### config.mk
export PLATFORM = sky130hd
export DESIGN_NAME = pipe_expr_stream
export DESIGN_NICKNAME = d
export VERILOG_FILES = /design/src/rtl/pipe_expr_pkg.sv /design/src/rtl/pipe_valid_slice.sv /design/src/rtl/pipe_expr_stream.sv
export SDC_FILE = /design/constraint.sdc
export NUM_CORES = 1
export LEC_CHECK = 0
export CORE_MARGIN = 5
export CORE_UTILIZATION = 24
export CTS_CLUSTER_SIZE = 28
export DETAILED_ROUTE_END_ITERATION = 6
export PLACE_DENSITY = 0.49
export RECOVER_POWER = 25
export SLEW_MARGIN = 20
export SYNTH_ARGS = -nofsm -noshare
export SYNTH_HDL_FRONTEND = slang
export SYNTH_SLANG_ARGS = --single-unit
### constraint.sdc
create_clock -name clk -period 13.1 [get_ports clk]
set_clock_uncertainty 0.15 [all_clocks]
set_input_delay 2.62 -clock clk [delete_from_list [all_inputs] [get_ports clk]]
set_output_delay 2.62 -clock clk [all_outputs]
set_load 0.005 [all_outputs]
### src/rtl/pipe_expr_pkg.sv
// rtl/pipe_expr_pkg.sv - shared constants, mode encoding and saturation helper for the expression pipeline
package pipe_expr_pkg;

    // Number of register stages between operand acceptance and result presentation
    localparam int PIPE_STAGES = 3;

    // Working width of the clamp helper; callers sign-extend their product into it
    localparam int CLAMP_W = 64;

    // Per-item result mode carried alongside the operands
    typedef enum logic {
        MODE_WRAP = 1'b0,
        MODE_SAT  = 1'b1
    } mode_e;

    // Clamp a signed product into the unsigned range [0, 2^w - 1].
    // The caller truncates the returned value to its own w bits.
    function automatic logic [CLAMP_W-1:0] sat_clamp(
        input logic signed [CLAMP_W-1:0] p,
        input int unsigned               w
    );
        logic signed [CLAMP_W-1:0] lim;
        lim = $signed((CLAMP_W'(1) << w) - CLAMP_W'(1));
        if (p[CLAMP_W-1]) begin
            return '0;
        end else if (p > lim) begin
            return lim;
        end else begin
            return p;
        end
    endfunction

endpackage

### src/rtl/pipe_valid_slice.sv
// rtl/pipe_valid_slice.sv - one valid+data pipeline register with bubble-collapsing handshake
module pipe_valid_slice
    import pipe_expr_pkg::*;
#(
    parameter int DW = 8
) (
    input  logic          clk,
    input  logic          rst_n,
    input  logic          up_valid,
    output logic          up_ready,
    input  logic [DW-1:0] up_data,
    output logic          dn_valid,
    input  logic          dn_ready,
    output logic [DW-1:0] dn_data
);

    logic          valid_q;
    logic          valid_d;
    logic [DW-1:0] data_q;
    logic [DW-1:0] data_d;

    // The slice can take a new item when empty or when its current item leaves this cycle
    always_comb begin
        up_ready = !valid_q || dn_ready;
        valid_d  = valid_q;
        data_d   = data_q;
        if (up_ready) begin
            valid_d = up_valid;
            if (up_valid) begin
                data_d = up_data;
            end
        end
    end

    // Valid and data registers; reset discards any resident item
    always_ff @(posedge clk or negedge rst_n) begin
        if (!rst_n) begin
            valid_q <= 1'b0;
            data_q  <= '0;
        end else begin
            valid_q <= valid_d;
            data_q  <= data_d;
        end
    end

    assign dn_valid = valid_q;
    assign dn_data  = data_q;

endmodule

### src/rtl/pipe_expr_stream.sv
// rtl/pipe_expr_stream.sv - flow-controlled 3-stage pipeline computing f = ((a+b)+(c-d))*d
module pipe_expr_stream
    import pipe_expr_pkg::*;
#(
    parameter int W = 10
) (
    input  logic         clk,
    input  logic         rst_n,
    input  logic         in_valid,
    output logic         in_ready,
    input  logic [W-1:0] a,
    input  logic [W-1:0] b,
    input  logic [W-1:0] c,
    input  logic [W-1:0] d,
    input  logic         sat,
    output logic         out_valid,
    input  logic         out_ready,
    output logic [W-1:0] f,
    output logic         busy
);

    // x3 carries one bit beyond W+2 because a+b+c can reach 3*(2^W-1) when d is small;
    // the final product still fits in 2W+2 signed bits, so nothing is lost downstream.
    localparam int X1W = W + 1;
    localparam int X3W = W + 3;
    localparam int PW  = 2 * W + 4;
    localparam int S1W = 1 + W + X1W + X1W;
    localparam int S2W = 1 + W + X3W;

    logic           s1_ready, s2_ready, s3_ready;
    logic           v1, v2, v3;

    logic [X1W-1:0] x1_c;
    logic [X1W-1:0] x2_c;
    logic [S1W-1:0] s1_in;
    logic [S1W-1:0] s1_out;

    logic           sat1;
    logic [W-1:0]   d1;
    logic [X1W-1:0] x1_1;
    logic [X1W-1:0] x2_1;

    logic [X3W-1:0] x3_c;
    logic [S2W-1:0] s2_in;
    logic [S2W-1:0] s2_out;

    logic           sat2;
    logic [W-1:0]   d2;
    logic [X3W-1:0] x3_2;

    logic signed [PW-1:0] p_c;
    logic [W-1:0]         f_c;

    // Stage-1 operands: unsigned sum and two's-complement difference, both one bit wider than W
    always_comb begin
        x1_c  = {1'b0, a} + {1'b0, b};
        x2_c  = {1'b0, c} - {1'b0, d};
        s1_in = {sat, d, x2_c, x1_c};
    end

    pipe_valid_slice #(.DW(S1W)) u_s1 (
        .clk      (clk),
        .rst_n    (rst_n),
        .up_valid (in_valid),
        .up_ready (s1_ready),
        .up_data  (s1_in),
        .dn_valid (v1),
        .dn_ready (s2_ready),
        .dn_data  (s1_out)
    );

    assign {sat1, d1, x2_1, x1_1} = s1_out;

    // Stage-2 operand: zero-extend the sum, sign-extend the difference, add in full precision
    always_comb begin
        x3_c  = {2'b00, x1_1} + {{2{x2_1[X1W-1]}}, x2_1};
        s2_in = {sat1, d1, x3_c};
    end

    pipe_valid_slice #(.DW(S2W)) u_s2 (
        .clk      (clk),
        .rst_n    (rst_n),
        .up_valid (v1),
        .up_ready (s2_ready),
        .up_data  (s2_in),
        .dn_valid (v2),
        .dn_ready (s3_ready),
        .dn_data  (s2_out)
    );

    assign {sat2, d2, x3_2} = s2_out;

    // Final product and wrap/saturate reduction, done before the stage-3 register so only W bits are stored
    always_comb begin
        p_c = $signed({{(PW - X3W){x3_2[X3W-1]}}, x3_2}) * $signed({{(PW - W){1'b0}}, d2});
        if (sat2 == MODE_SAT) begin
            f_c = W'(sat_clamp(CLAMP_W'(p_c), unsigned'(W)));
        end else begin
            f_c = p_c[W-1:0];
        end
    end

    pipe_valid_slice #(.DW(W)) u_s3 (
        .clk      (clk),
        .rst_n    (rst_n),
        .up_valid (v2),
        .up_ready (s3_ready),
        .up_data  (f_c),
        .dn_valid (v3),
        .dn_ready (out_ready),
        .dn_data  (f)
    );

    logic [PIPE_STAGES-1:0] stage_valid;
    assign stage_valid = {v3, v2, v1};

    assign in_ready  = s1_ready;
    assign out_valid = v3;
    assign busy      = |stage_valid;

endmodule

# Word-level counts from Yosys, hierarchy flattened
# Index checks and enable logic that the tools add are counted.
[totals] word_cells=24 ff_bits=70 out_inout_bits=13
[op_classes] n_addsub=3 n_mul=1 magnitude_cmp=1 reduce_logical=10 muxes=3
[op_table] op="10-bit 2-to-1 mux" count=3
[op_table] op="24-bit by 11-bit > comparator with 1-bit output (second input constant)" count=1
[op_table] op="13-bit by 11-bit multiplier with 24-bit output" count=1
[op_table] op="12-bit by 11-bit adder with 13-bit output" count=1
[op_table] op="10-bit by 10-bit adder with 11-bit output" count=1
[op_table] op="10-bit by 10-bit subtractor with 11-bit output" count=1
[op_table] op="2-bit AND reduction" count=3
[op_table] op="1-bit zero test" count=3
[op_table] op="1-bit logical OR" count=3
[op_table] op="3-bit OR reduction" count=1

# Longest topological paths before layout
# Gate-level depths: netlist of the first run.
[depth] ltp_word=5 depth_mapped=22 mapped_depth_nobuf=20

# Modules after synthesis
# From an unflattened synthesis of the first run, not the netlist that was laid out.
[unflattened] cells_unflattened=976 hier_area_um2=9644.2
[modules_own_cells] mod="pipe_expr_stream" area_per_inst_um2=6707.7 instances=1 cells_per_inst=825
[modules_own_cells] mod="pipe_valid_slice at u_s1" area_per_inst_um2=1427.6 instances=1 cells_per_inst=73
[modules_own_cells] mod="pipe_valid_slice at u_s2" area_per_inst_um2=1043.5 instances=1 cells_per_inst=54
[modules_own_cells] mod="pipe_valid_slice at u_s3" area_per_inst_um2=465.4 instances=1 cells_per_inst=24

# Worst setup path before layout of the first run
# Ideal clock, no wire load.
[synth_timing] path_type="reg2reg" start="register u_s2.data_q[15] (netlist: u_s2.dn_data[15])" end="register u_s3.data_q[5] (netlist: u_s3.dn_data[5])" path_slack_ps=6775 arrival_time_ps=6032 setup_time_ps=142 stages_incl_launch_ff=20 required_time_ps=12808 path_buffers=1 path_cell_list="dfrtp_1 > clkbuf_1 > nand2_1 > inv_1 > fa_1 > fa_1 > fa_1 > fa_1 > inv_1 > fa_1 > inv_1 > ha_1 > a21o_1 > a21o_1 > a221o_1 > or3_4 > a2111oi_4 > nand4_2 > o31ai_4 > a31oi_1"
[synth_via] elab_chain_cells=5
[synth_lines] item="from (decl)" line="pipe_valid_slice.sv:19" text="logic [DW-1:0] data_q;"
[synth_lines] item="from (signal assigned)" line="pipe_valid_slice.sv:42" text="data_q <= data_d;"
[synth_lines] item="13-bit by 11-bit multiplier with 24-bit output (*)" line="pipe_expr_stream.sv:95" text="p_c = $signed({{(PW - X3W){x3_2[X3W-1]}}, x3_2}) * $signed({{(PW - W){1'b0}}, d2});"
[synth_lines] item="24-bit by 11-bit > comparator with 1-bit output" line="pipe_expr_pkg.sv:26" text="end else if (p > lim) begin"
[synth_lines] item="10-bit 2-to-1 mux" line="pipe_expr_pkg.sv:26"
[synth_lines] item="10-bit 2-to-1 mux" line="pipe_expr_pkg.sv:24" text="if (p[CLAMP_W-1]) begin"
[synth_lines] item="10-bit 2-to-1 mux (*)" line="pipe_expr_stream.sv:96" text="if (sat2 == MODE_SAT) begin"
[synth_lines] item="to (signal assigned)" line="pipe_valid_slice.sv:42"
[synth_lines] item="to (decl)" line="pipe_valid_slice.sv:19"
# Every way passes the cells marked *; elsewhere a longest branch is shown, timed or not.
# A chain may end at the register's enable or synchronous reset.

# Final worst setup path of the first run
[layout_timing] start="input port out_ready" end="output port in_ready"
[layout_via] elab_chain_cells=3
[layout_lines] item="from (decl)" line="pipe_expr_stream.sv:17" text="input logic out_ready,"
[layout_lines] item="1-bit logical OR (3 in a row)" line="pipe_valid_slice.sv:24" text="up_ready = !valid_q || dn_ready;"
[layout_lines] item="to (decl)" line="pipe_expr_stream.sv:10" text="output logic in_ready,"
# No other way between the ends.

==> impl_metrics.toml, run 1 <==
[clock_tree]
cts_resized = 0
root_buffer = "clkbuf_16"
cts.path.max_buffers = 2
cts_num_sinks = 70
post_cts_buffers = 0
holdBufCountCts = 0
clk_pin_slew_ps = 60
h-tree-depth = 3
cts_made_buffers = 9
clock_latency_ps = 350
tritoncts = "built"

[finish]
syn2layout_area_growth_pct = 15.1
stdcell_count = 1587
fin_util_pct = 27.8
nFillCells = 4214
n_antenna_cell = 0
drive_gt1_share_pct = 3.93
fin_nets = 1320

[synthesis]
synth-async-reset-ratio_pct = 100
synth.most_common_cell = "inv_1"
synth.area.top_cells = "fa_1, dfrtp_1, ha_1"
ys_top_cells_by_count = "inv_1, fa_1, nand2_1"
synth_top_area_cell = "fa_1"
synth-edff-count = 0
syn_nets = 1289
ys.flop_type = "dfrtp_1"
synth_top_area_share_pct = 26.6
avgSynthCellArea_um2 = 9.03
synth-seq-cells = 70
ys_seq_area_share_pct = 18.8
synth_cell_types = 62
synthCells = 1033
synth_area_um2 = 9330
synth_warnings = 0

[die]
die_area_um2 = 42900
start_util_pct = 24.2
rows = 72
dieHeight_um = 207
core-area_um2 = 38600
fp.dieW_um = 207
ios = 58

[timing]
fin_crit_ps = 6950
final_hold_viol_count = 0
slew_headroom_pct = -157
setup_viol = 0
rsz0062_at_grt = "false"
max_freq_mhz = 144
tightest_slew_ps = 3860
fin_tns_setup_ps = 0
final-max-slew-violation-count = 71
post-route-period-util_pct = 53.0

[min_path]
hold_path_startpoint = "u_s1.dn_data[28]$_DFFE_PN0P_"
hp-class = "register to register"
hold_depth = 2
whs_endpoint = "u_s1.dn_data[28]$_DFFE_PN0P_"

[job]
maxCapViolCount = 1

[setup_path]
critPathMaxFanout = 4
critPathKind = "input port to output port"
cp-start-kind = "input port"
r2r_end = "u_s3.dn_data[5]$_DFFE_PN0P_"
cp_data_required_time_ps = 10330
worstRegToRegCells = 18
r2r-start = "u_s2.dn_data[15]$_DFFE_PN0P_"
r2r_slack_ps = 6360
worstSetupEndpointType = "output port"
worstPathArrival_ps = 4180

[grt]
grt_pass1_vias = 7132
antenna_found_initial = 0
grt_usage_pct = 9.95
grt_max_degree = 71
grt_overflow = 0
grt_pass1_wl_um = 36100

[placement]
routabilityCongestion = 0.781
dpl.hpwl_um = 17200
portBuffers = 57
dpl.cell_count = 1571

[detailed_routing]
routedWlPerCell_um = 13.1
drt-vias-per-instance = 4.22
route.detailed.drc = 0
drtIter0Drc = 283
ant_nets = 0
routed_wl_um = 20800
vias = 6696
first_pass_iters = 5

[run_status]
outcome = "finished, violations left"
violations = "max-capacitance violations, max-slew violations"
[cell usage in the layout (no fill, tap or decap), types with 7 or more instances in the layout]
master	netlist	layout
nor3b_1	7	7
a21o_1	10	10
clkbuf_16	0	9
mux2_2	16	16
dfrtp_1	70	70
and2_1	74	74
ha_1	87	87
nor2b_1	9	9
o31ai_1	11	11
nor2_1	23	23
o21ai_0	53	53
inv_1	206	206
clkdlybuf4s50_1	0	55
xor2_1	10	10
nor3_1	14	14
xnor2_1	18	18
nand2_1	119	118
fa_1	124	124
a21oi_1	31	31
nand3_1	9	9
nand2b_1	8	8
o21a_1	11	11
[registers in the layout (all words and copies together) (netlist names)]
signal	count
u_s3.dn_data	10
u_s1.dn_valid	1
u_s2.dn_data	24
u_s2.dn_valid	1
u_s3.dn_valid	1
u_s1.dn_data	33
[kinds of logic (layout without fill, tap and decap cells)]
group / count (synthesis) / after routing / synth area share [%]
multiplexers: 18 / 18 / 2.15
XOR/XNOR: 29 / 29 / 2.87
flip-flops: 70 / 70 / 18.8
adder cells (fa/ha/maj): 211 / 211 / 38.3
buffers and inverters: 246 / 282 / 9.92
AO/OA/AOI/OAI: 174 / 174 / 12.6
AND/OR/NAND/NOR: 285 / 285 / 15.4
[final cells by class]
| class | instances | area [um^2] | area share [%] |
|---|---|---|---|
| multi-input combinational | 717 | 6660 | 62.0 |
| timing repair buffer | 60 | 587 | 5.46 |
| clock buffer | 10 | 229 | 2.13 |
| sequential | 70 | 1750 | 16.3 |
| inverter | 206 | 773 | 7.20 |
| tap | 518 | 648 | 6.04 |
| clock inverter | 6 | 93.8 | 0.874 |
[worst max-delay path: stages]
cell             delay, ps
dlygate4sd3_1          550
nor2b_1                150
nand3_1                300
clkdlybuf4s50_1        550
[how the worst max path moves through the flow]
stage                                 start                          end
2_1_floorplan  u_s2.dn_data[15]$_DFFE_PN0P_  u_s3.dn_data[5]$_DFFE_PN0P_
3_3_place_gp                      out_ready                     in_ready
3_5_place_dp                      out_ready                     in_ready
4_1_cts                           out_ready                     in_ready
5_1_grt        u_s2.dn_data[15]$_DFFE_PN0P_  u_s3.dn_data[8]$_DFFE_PN0P_
6_report                          out_ready                     in_ready
[per-stage QoR]
step	hold WS, ps	setup WS (ps)	cell area (um^2)
CTS	334	6260	10700
detailed placement	321	6280	10400
finish	324	6150	10700
floorplan	296	6780	9330
global route	356	5830	10700
global placement	313	6270	10400
[layer usage]
layer  vias to the layer above  wire length (um)  global-route usage [%]
li1                       3361                 -                       -
met1                      3235             10600                    14.4
met2                        86              9520                    16.1
met3                        14               602                    1.56
met4                         0               148                    1.57
met5                         -                 0                       0
Power of run 1 is left out: the tool's default activity adds up to more than one toggle a clock period on the data nets, which glitch-free logic cannot reach.
==> run 2, diff against run 1 <==
PLACE_DENSITY = 0.5   (was 0.49)
clock period = 6.05 ns   (was 13.1 ns; I/O delays follow)
==> run 2 against run 1 <==
Effect of this change: the run still ends with max-capacitance violations, max-slew violations left; clock-buffer cell count decreased by 1; largest cell class unchanged; global-route usage rose by 0.13 points; non-clock buffer count grew 111; sequential cell count stayed put.
==> impl_metrics.toml, run 2 (synthesized netlist as in run 1, its figures left out) <==
[run_status]
outcome = "finished, violations left"
violations = "max-capacitance violations, max-slew violations"

[clock_tree]
clock_latency_ps = 340
h-tree-depth = 3
tritoncts = "built"
cts.path.max_buffers = 2
root_buffer = "clkbuf_16"
cts_made_buffers = 9
cts_num_sinks = 70
clk_pin_slew_ps = 60

[timing]
final_hold_viol_count = 0
setup_ws_ps = 121
fin_crit_ps = 5930
rsz0062_at_grt = "true"
final-max-slew-violation-count = 71
setup_viol = 0
slew_headroom_pct = -160
post-route-period-util_pct = 98.0
tightest_slew_ps = 3900
fin_tns_setup_ps = 0
max_freq_mhz = 169

[setup_path]
cp_data_required_time_ps = 6080
cp.depth = 18
worstRegToRegCells = 18
cp-start-kind = "register"
slowest_stage = "fa_2"
critPathMaxFanout = 8
worstPathArrival_ps = 5960
cp_slowest_stage_delay_ps = 660
cp_common_cell = "fa_1"
critPathKind = "register to register"
cp_cell_sequence = "and2_4 > fa_2 > fa_1 > fa_1 > fa_1 > inv_1 > fa_1 > inv_2 > ha_4 > a21o_1 > a21o_1 > a221o_1 > or3_4 > a2111oi_4 > nand4_2 > o31ai_4 > buf_6 > a31oi_1"
worstSetupEndpointType = "register"
crit_family = "adder cells"
critPathBufInv = 3

[grt]
grt_util_met3_pct = 1.65
grt_pass1_wl_um = 36700
grt_usage_pct = 10.1
met1_usage_pct = 14.3
grt_pass1_vias = 7395
grt_overflow = 0
antenna_found_initial = 0
use_met2_pct = 16.5
grt_max_degree = 71
busiest_layer = "met2"

[finish]
fin_nets = 1432
layout_commonest_cell = "inv_1"
largest_register_ffs = 33
multi_input_area_um2 = 7070
fin_util_pct = 31.2
drive_gt1_share_pct = 20.1
nFillCells = 4088
seqCellArea_um2 = 1770
post-route-cell-area_um2 = 12000
n_antenna_cell = 0
syn2layout_area_growth_pct = 28.9
layout_common_cells = "inv_1, fa_1, nand2_1"

[detailed_routing]
first_pass_iters = 4
route.detailed.drc = 0
routedWlPerCell_um = 13.0
vias = 7139
drtIter0Drc = 309
drt-vias-per-instance = 4.20
routed_wl_um = 22000
ant_nets = 0

[placement]
dpl.hpwl_um = 18300
portBuffers = 57
dpl_cell_area_um2 = 11100
routabilityCongestion = 0.831
dp_slack_ps = -195

[die]
rows = 72
dieHeight_um = 207
fp.dieW_um = 207
ios = 58
core-area_um2 = 38600
die_area_um2 = 42900
start_util_pct = 24.2

[job]
maxCapViolCount = 1

[min_path]
hold_depth = 2
hp-class = "register to register"
==> run 2: worst paths after layout <==
kind                                                   start                           end  slack, ps
worst max-delay path            u_s2.dn_data[16]$_DFFE_PN0P_   u_s3.dn_data[5]$_DFFE_PN0P_        120
min in group asynchronous                              rst_n   u_s1.dn_data[3]$_DFFE_PN0P_       2080
worst min register to register  u_s1.dn_data[17]$_DFFE_PN0P_  u_s1.dn_data[17]$_DFFE_PN0P_        330
worst max register to register  u_s2.dn_data[16]$_DFFE_PN0P_   u_s3.dn_data[5]$_DFFE_PN0P_        120
max in group asynchronous                              rst_n  u_s2.dn_data[11]$_DFFE_PN0P_       1190
worst min-delay path            u_s1.dn_data[17]$_DFFE_PN0P_  u_s1.dn_data[17]$_DFFE_PN0P_        330
==> run 2: routing by layer <==
| metal | wire (um) | vias to the layer above |
|---|---|---|
| li1 | - | 3600 |
| met1 | 11000 | 3440 |
| met2 | 10200 | 85 |
| met3 | 605 | 14 |
| met4 | 181 | 0 |
| met5 | 0 | - |
==> run 2: cell type report <==
class                   count  share of cell area (%)
clock buffers               9                    1.87
flip-flops and latches     70                    14.7
repair buffers            171                    12.3
well taps                 518                    5.39
inverters                 206                    6.43
clock inverters             7                   0.468
multi-input cells         718                    58.8
==> run 2: timing repair <==
| item | 4_1_cts | 5_1_grt |
|---|---|---|
| gates resized for setup | 33 | 74 |
| setup endpoints to repair | 10 | 10 |
| setup buffers | 15 | 14 |
| pin swaps | 22 | 72 |
| gates cloned | 0 | 1 |
| hold buffers | 0 | 0 |
| endpoints found under the hold margin | 0 | 0 |
==> run 2: worst register-to-register path, stage by stage (launching register included) <==
cell	delay, ps
dfrtp_2	440
and2_4	190
fa_2	660
fa_1	440
fa_1	470
fa_1	510
inv_1	50
fa_1	490
inv_2	50
ha_4	220
a21o_1	170
a21o_1	160
a221o_1	400
or3_4	400
a2111oi_4	320
nand4_2	210
o31ai_4	210
buf_6	150
a31oi_1	90
==> run 2: metrics by stage <==
| stage | hold WS, ps | instances |
|---|---|---|
| 2_1_floorplan | 296 | 1033 |
| 3_3_place_gp | 314 | 1653 |
| 3_5_place_dp | 322 | 1653 |
| 4_1_cts | 337 | 1684 |
| 5_1_grt | 351 | 1699 |
| 6_report | 330 | 1699 |
Power of run 2 is left out for the same reason.
